<file path="config.mk">
export PLATFORM = sky130hd
export DESIGN_NAME = apb_gpio_arb
export DESIGN_NICKNAME = d
export VERILOG_FILES = /design/src/rtl/apb_gpio_arb_pkg.sv /design/src/rtl/apb_rr_arb.sv /design/src/rtl/apb_gpio_arb.sv
export SDC_FILE = /design/constraint.sdc
export NUM_CORES = 1
export LEC_CHECK = 0
export CELL_PAD_IN_SITES_DETAIL_PLACEMENT = 0
export CELL_PAD_IN_SITES_GLOBAL_PLACEMENT = 1
export CORE_MARGIN = 1.5
export CORE_UTILIZATION = 17
export CTS_CLUSTER_DIAMETER = 30
export DETAILED_ROUTE_END_ITERATION = 12
export HOLD_SLACK_MARGIN = 0.02
export PLACE_DENSITY_LB_ADDON = 0.25
export SYNTH_ARGS = -nofsm -noshare
export SYNTH_HDL_FRONTEND = slang
export SYNTH_SLANG_ARGS = --single-unit
export TNS_END_PERCENT = 100
</file>
<file path="constraint.sdc">
create_clock -name PCLK -period 2 [get_ports PCLK]
set_clock_uncertainty 0.05 [all_clocks]
set_input_delay 0.4 -clock PCLK [delete_from_list [all_inputs] [get_ports PCLK]]
set_output_delay 0.4 -clock PCLK [all_outputs]
set_load 0.03 [all_outputs]
</file>
<file path="src/rtl/apb_gpio_arb_pkg.sv">
// Shared definitions for the two-master APB arbiter in front of the GPIO slave.
package apb_gpio_arb_pkg;

  localparam int NUM_MASTERS = 2;
  localparam int GRANT_W     = (NUM_MASTERS > 1) ? $clog2(NUM_MASTERS) : 1;

  typedef enum logic [1:0] {
    IDLE   = 2'd0,
    SETUP  = 2'd1,
    ACCESS = 2'd2
  } state_t;

  // Master index reached by stepping forward from cur, wrapping round the ring.
  function automatic logic [GRANT_W-1:0] next_idx(input logic [GRANT_W-1:0] cur,
                                                  input int step);
    return GRANT_W'((int'(cur) + step) % NUM_MASTERS);
  endfunction

endpackage

</file>
<file path="src/rtl/apb_rr_arb.sv">
// Round-robin pick: searches the request vector starting just after the
// last-granted master, so a lone requester wins at once and simultaneous
// requesters take turns.
module apb_rr_arb
  import apb_gpio_arb_pkg::*;
(
  input  logic [NUM_MASTERS-1:0] req,
  input  logic [GRANT_W-1:0]     last_grant,
  output logic [GRANT_W-1:0]     grant
);

  logic found;

  // Walk the ring once from last_grant+1; the first active request wins.
  always_comb begin
    grant = last_grant;
    found = 1'b0;
    for (int k = 1; k <= NUM_MASTERS; k++) begin
      if (!found && req[next_idx(last_grant, k)]) begin
        grant = next_idx(last_grant, k);
        found = 1'b1;
      end
    end
  end

endmodule

</file>
<file path="src/rtl/apb_gpio_arb.sv">
// Two APB masters sharing one APB GPIO slave. A small IDLE/SETUP/ACCESS
// controller owns the slave bus; the granted master's request is steered to
// the slave and the slave's response is returned only to that master, only in
// the completion cycle. Everyone else sees PREADY low and simply waits.
module apb_gpio_arb
  import apb_gpio_arb_pkg::*;
#(
  parameter int PDATA_SIZE = 8,
  parameter int PADDR_SIZE = 4
) (
  input  logic                                PCLK,
  input  logic                                PRESET,
  input  logic [NUM_MASTERS-1:0]              m_PSEL,
  input  logic [NUM_MASTERS-1:0]              m_PENABLE,
  input  logic [NUM_MASTERS-1:0]              m_PWRITE,
  input  logic [NUM_MASTERS*PADDR_SIZE-1:0]   m_PADDR,
  input  logic [NUM_MASTERS*PDATA_SIZE/8-1:0] m_PSTRB,
  input  logic [NUM_MASTERS*PDATA_SIZE-1:0]   m_PWDATA,
  output logic [NUM_MASTERS*PDATA_SIZE-1:0]   m_PRDATA,
  output logic [NUM_MASTERS-1:0]              m_PREADY,
  output logic [NUM_MASTERS-1:0]              m_PSLVERR,
  output logic                                s_PSEL,
  output logic                                s_PENABLE,
  output logic                                s_PWRITE,
  output logic [PADDR_SIZE-1:0]               s_PADDR,
  output logic [PDATA_SIZE/8-1:0]             s_PSTRB,
  output logic [PDATA_SIZE-1:0]               s_PWDATA,
  input  logic [PDATA_SIZE-1:0]               s_PRDATA,
  input  logic                                s_PREADY,
  input  logic                                s_PSLVERR
);

  localparam int STRB_SIZE = PDATA_SIZE / 8;

  state_t             state;
  logic [GRANT_W-1:0] gnt;
  logic [GRANT_W-1:0] last_gnt;
  logic [GRANT_W-1:0] arb_gnt;
  logic               active;
  logic               complete;

  // Phase of each master is tracked by the controller itself, so the
  // masters' own PENABLE lines carry no extra information here.
  logic unused_penable;
  assign unused_penable = ^m_PENABLE;

  apb_rr_arb u_rr_arb (
    .req        (m_PSEL),
    .last_grant (last_gnt),
    .grant      (arb_gnt)
  );

  // Controller: grant in IDLE, one SETUP cycle, ACCESS until the slave is ready.
  always_ff @(posedge PCLK or posedge PRESET) begin
    if (PRESET) begin
      state     <= IDLE;
      gnt       <= '0;
      last_gnt  <= GRANT_W'(NUM_MASTERS - 1);
      s_PSEL    <= 1'b0;
      s_PENABLE <= 1'b0;
    end else begin
      case (state)
        IDLE: begin
          if (|m_PSEL) begin
            gnt    <= arb_gnt;
            state  <= SETUP;
            s_PSEL <= 1'b1;
          end
        end
        SETUP: begin
          state     <= ACCESS;
          s_PENABLE <= 1'b1;
        end
        ACCESS: begin
          if (s_PREADY) begin
            last_gnt  <= gnt;
            state     <= IDLE;
            s_PSEL    <= 1'b0;
            s_PENABLE <= 1'b0;
          end
        end
        default: begin
          state     <= IDLE;
          s_PSEL    <= 1'b0;
          s_PENABLE <= 1'b0;
        end
      endcase
    end
  end

  assign active   = (state != IDLE);
  assign complete = (state == ACCESS) && s_PREADY;

  // Steer the granted master's request fields onto the slave bus while busy.
  always_comb begin
    s_PADDR  = '0;
    s_PWRITE = 1'b0;
    s_PSTRB  = '0;
    s_PWDATA = '0;
    if (active) begin
      for (int i = 0; i < NUM_MASTERS; i++) begin
        if (gnt == GRANT_W'(i)) begin
          s_PADDR  = m_PADDR[i*PADDR_SIZE +: PADDR_SIZE];
          s_PWRITE = m_PWRITE[i];
          s_PSTRB  = m_PSTRB[i*STRB_SIZE +: STRB_SIZE];
          s_PWDATA = m_PWDATA[i*PDATA_SIZE +: PDATA_SIZE];
        end
      end
    end
  end

  // Return the response to the granted master in the completion cycle only;
  // a master that has already let go of PSEL gets nothing back.
  always_comb begin
    m_PREADY  = '0;
    m_PSLVERR = '0;
    m_PRDATA  = '0;
    for (int i = 0; i < NUM_MASTERS; i++) begin
      if (complete && (gnt == GRANT_W'(i)) && m_PSEL[i]) begin
        m_PREADY[i]                         = 1'b1;
        m_PSLVERR[i]                        = s_PSLVERR;
        m_PRDATA[i*PDATA_SIZE +: PDATA_SIZE] = s_PRDATA;
      end
    end
  end

endmodule
</file>
Word level (Yosys, flattened, before mapping)
Cells that the tools add are included.

operators by class
  add/subtract/negate cells = 2
  order comparisons = 2
  equality and inequality tests = 4
  multiplexer cells = 28
  bitwise logic cells = 3
  reduce and logical (&&, ||, !) cells = 15

operator list
  cell                                                                          count
  8-bit 2-to-1 mux                                                              4
  1-bit 2-to-1 mux                                                              17
  4-bit 2-to-1 mux                                                              2
  2-bit AND reduction                                                           4
  1-bit logical AND                                                             6
  1-bit case mux with 3 select lines                                            2
  2-bit case mux with 3 select lines                                            1
  1-bit by 2-bit less-than comparator with 1-bit output, second input constant  2
  2-bit 2-to-1 mux                                                              2
  2-bit != test, second input constant                                          2
  1-bit inverter                                                                3
  3-bit AND reduction                                                           1
  1-bit adder, second input constant                                            2
  2-bit by 1-bit equality test with 1-bit output, second input constant         1
  2-bit equality test, second input constant                                    1
  2-bit logical NOT                                                             1
  2-bit nonzero test                                                            1
  2-bit OR reduction                                                            1
  1-bit logical NOT                                                             1

storage, ports and cells
  flip-flop bits (word level) = 6
  input bits = 44
  output and inout bits = 36
  logic and storage cells = 59

Longest topological paths before layout
Gate-level depths: netlist (run 1).

  depth in word-level cells = 7
  depth in mapped cells = 4
  gate-level depth less buffers = 3

Hierarchy
Synthesis (run 1) repeated with hierarchy kept, for this count alone.

second synthesis, totals
  cells, all modules = 75
  area, all modules = 624.3 µm²

by module, submodules not included
  module        times used  cells an instance  area each (µm²)  sequential area each (µm²)
  apb_gpio_arb  1           73                 610.6            151.4
  apb_rr_arb    1           2                  13.8             0.0

Least setup slack after synthesis (run 1)
No wires, ideal clock.

  kind = flip-flop to output port
  from = register state[0]
  to = output m_PRDATA[10]
  arrival time = 1.224 ns
  data required time = 1.550 ns
  path slack = 0.326 ns
  stages on the path, launching flop included = 5
  path buffers = 1
  cells stage by stage = dfrtp_1 nor2b_2 and4_4 buf_6 and2_1

between the ends
  longest elaborated chain between the ends = 5

RTL lines
  item                            RTL line             source
  start: declaration              apb_gpio_arb.sv:35   state_t state;
  start signal: assignment        apb_gpio_arb.sv:56   state <= IDLE;
  start signal: assignment        apb_gpio_arb.sv:66   state <= SETUP;
  start signal: assignment        apb_gpio_arb.sv:71   state <= ACCESS;
  2-bit equality test             apb_gpio_arb.sv:92   assign complete = (state == ACCESS) && s_PREADY;
  1-bit logical AND               apb_gpio_arb.sv:92
  1-bit logical AND (2 in a row)  apb_gpio_arb.sv:119  if (complete && (gnt == GRANT_W'(i)) && m_PSEL[i]) begin
  8-bit 2-to-1 mux                apb_gpio_arb.sv:119
  end: declaration                apb_gpio_arb.sv:19   output logic [NUM_MASTERS*PDATA_SIZE-1:0] m_PRDATA,

Every way passes these cells.

Worst setup path in the final report (run 1)
  from = input m_PSEL[1]
  to = output m_PRDATA[10]

between the ends
  longest elaborated chain between the ends = 2

RTL lines
  item                RTL line             source
  start: declaration  apb_gpio_arb.sv:13   input logic [NUM_MASTERS-1:0] m_PSEL,
  1-bit logical AND   apb_gpio_arb.sv:119
  8-bit 2-to-1 mux    apb_gpio_arb.sv:119

Every way passes these cells.

==> impl_metrics.yaml, run 1 <==
timing:
  hold_viol: 0
  rsz0062_at_grt: "no"
  holdWs_ns: 0.3458
  finalSetupViolations: 0
  relSlewSlack: 0.7960
  fmax_mhz: 518.8
  slew_viol_final: 0
  worstMarginPinSlew_ns: 0.3050
  fin_crit_ns: 1.928
  layout_setup_ws_ns: 0.07230
  min_period_over_period: 0.9639
place:
  placed_cells: 201
  place_ws_ns: -0.1848
  place.gp.congestion: 0.6873
  port_buffers: 77
floorplan:
  rows: 22
  dieArea_um2: 4169
  start_util: 0.1760
  ios: 80
  die_y_um: 64.57
  core_um2: 3661
  die_x_um: 64.57
grt:
  top_usage_layer: "met2"
  antenna_found_initial: 0
  use_met3: 0.02083
  use_met1: 0.1004
  grt_pass1_wl_um: 3374
  grt_overflow_total: 0
  grt_max_degree: 18
  grt_use_total: 0.1015
  met2_usage: 0.2031
  grt_pass1_vias: 820
critical_path:
  arrival_ns: 1.48
  r2r_cells: 4
  critPathTopFamily: "buffers and inverters"
  max_stage_delay_ns: 0.50
  worst-path-buf-inv: 2
  worstPathRequired_ns: 1.55
  start_kind: "input pin"
  end_kind: "output pin"
  r2r-start: "state[1]$_DFFE_PP0P_"
  crit_slowest_cell: "clkdlybuf4s50_1"
  timing.rr.end: "s_PSEL$_DFFE_PP0P_"
  path_cells: "clkdlybuf4s50_1, and4_4, and2_1, buf_4"
  r2r_setup_slack_ns: 0.74
  cp_max_fo: 10
  criticalPathCategory: "input pin to output pin"
worst_hold_path:
  worstHoldPathType: "input pin to asynchronous set/reset pin"
clock_tree:
  cts_hold_buf: 0
  cts_max_path_buffers: 2
  post_cts_buffers: 0
  cts_buffers: 3
  cts_tree: "built"
  clk_latency_ns: 0.22
  cts_root_buf: "clkbuf_8"
  htreeDepth: 1
  cts_sinks: 6
  clk_pin_slew_ns: 0.04
final_layout:
  n_antenna_cell: 0
  final_cell_count_no_fill: 206
  fillers: 383
  drive_gt1_frac: 0.3924
  final_nets: 203
  seq_area_um2: 152.6
  multi_input_area_um2: 452.9
  area_delta_synth_final_pct: 132.6
synthesis:
  syn_avg_cell_area_um2: 8.708
  ys_warn_count: 0
  yosysTopAreaCell: "mux2i_1"
  yosysSeqAreaShare: 0.2350
  synth_nets: 118
  syn_area_um2: 644.4
  synthCells: 74
  synth_area_leaders: "mux2i_1 22%, dfrtp_1 19%, and2_4 12%, and2_1 8.7%, nor2_1 8.7%"
  ys_seq_elements: 6
  synth_cell_types: 23
  netlist.area_leader.share: 0.2175
detailed_routing:
  routed_via_density: 4.005
  num_vias: 825
  drc_errors: 0
  drtIter0Drc: 6
  antenna_left: 0
  avgRoutedWirePerCell_um: 10.22
  drt-pass1-iter-count: 2
  drt-total-wl_um: 2106
outcome:
  status: "finished clean"
pwr:
  irDropWorstVdd_v: 0.0004871
  power_mw: 1.686
  power.density_nw_per_um2: 1125
  leakage_nw: 0.7265
run:
  cap_violations: 0
## cells in the mapped netlist
master and instances:
o21ai_0 1, and2_1 9, mux2_2 2, and4_4 1, inv_1 1, a31oi_1 1
nand2b_1 1, nor2b_1 1, and2_4 9, buf_2 1, nor2_1 15, a21oi_1 1
o21a_1 2, dfstp_2 1, mux2i_1 14, nand2_1 1, dfrtp_1 5, a211o_1 1
nor2b_2 1, and4b_1 1, nor2_2 1, buf_4 2, buf_6 2
## flip-flops by register name, summed over array words and instances, names as in the netlist
name and flops:
last_gnt 1, state 2, gnt 1, s_PSEL 1, s_PENABLE 1
## metrics by stage
stage	util	TNS [ns]	area, um^2
2_1_floorplan	-	0	644.4
3_3_place_gp	0.3824	-2.016	1400
3_5_place_dp	0.3824	-2.472	1400
4_1_cts	0.4091	0	1498
5_1_grt	0.4094	0	1499
6_report	0.4094	0	1499
## logic make-up after synthesis
logic type	count (synthesis)	share of synthesized area
AO/OA/AOI/OAI	6	0.06212
flip-flops	6	0.2350
multiplexers	16	0.2524
AND/OR/NAND/NOR	40	0.3787
buffers and inverters	6	0.07182
## layer usage
metal  vias to the layer above  share of wire
met2                        59           0.52
met3                         0           0.12
met5                         -              0
met1                       350           0.36
met4                         0              0
li1                        416              -
## power by group
part	switching, mW	leakage [nW]	internal, mW
clock network	0.0541	0.0228	0.137
registers	0.0589	0.0674	0.191
logic	0.695	0.636	0.550
## cell usage in the layout (no fill, tap or decap)
master	Yosys	layout
clkdlybuf4s50_1	0	41
buf_4	2	31
nor2_1	15	15
mux2i_1	14	14
buf_6	2	11
and2_4	9	9
and2_1	9	9
dfrtp_1	5	4
clkbuf_8	0	3
o21a_1	2	2
mux2_2	2	2
dlygate4sd2_1	0	2
nor2_2	1	1
nand2b_1	1	1
a21oi_1	1	1
a31oi_1	1	1
o21ai_0	1	1
nor2b_4	0	1
and4b_2	0	1
and4_4	1	1
inv_1	1	1
nor2b_1	1	1
a211o_1	1	1
nand2_1	1	1
clkbuf_1	0	1
dfstp_2	1	1
dfrtp_2	0	1
## worst max path at each step
stage,slack (ns),cells after the start,from,endpoint
final,0.07,4,m_PSEL[1],m_PRDATA[10]
after global routing,0.01,4,m_PSEL[1],m_PRDATA[12]
after CTS,0.05,4,m_PSEL[1],m_PRDATA[9]
after detailed placement,-0.18,6,s_PREADY,m_PRDATA[6]
after global placement,-0.15,6,s_PREADY,m_PSLVERR[0]
after floorplan,0.33,4,state[0]$_DFFE_PP0P_,m_PRDATA[10]
## final cells by class
| cell class | instances | area share |
|---|---|---|
| inverter | 1 | 0.002504 |
| clock buffer | 4 | 0.03005 |
| sequential | 6 | 0.1018 |
| multi-input combinational | 62 | 0.3022 |
| tap | 48 | 0.04007 |
| timing repair buffer | 85 | 0.5234 |
## repair_timing
action | in CTS | in global routing
endpoints found under the setup margin | 19 | 9
resized for setup | 16 | 1
pin swaps | 1 | 0
endpoints found under the hold margin | 0 | 0
gates cloned | 1 | 0
## worst reg2reg max path, stage by stage, from the launching register on
cell and delay (ns):
dfrtp_1 0.45, nor2_2 0.06, buf_4 0.19, o21a_1 0.13
a211o_1 0.26
(Power assumes the default switching activity.)
==> run 2: changes to the inputs <==
- CTS_CLUSTER_DIAMETER: 30 -> 40
==> results of run 2 <==
The final DEF is identical to that of run 1; final timing and power are the same.
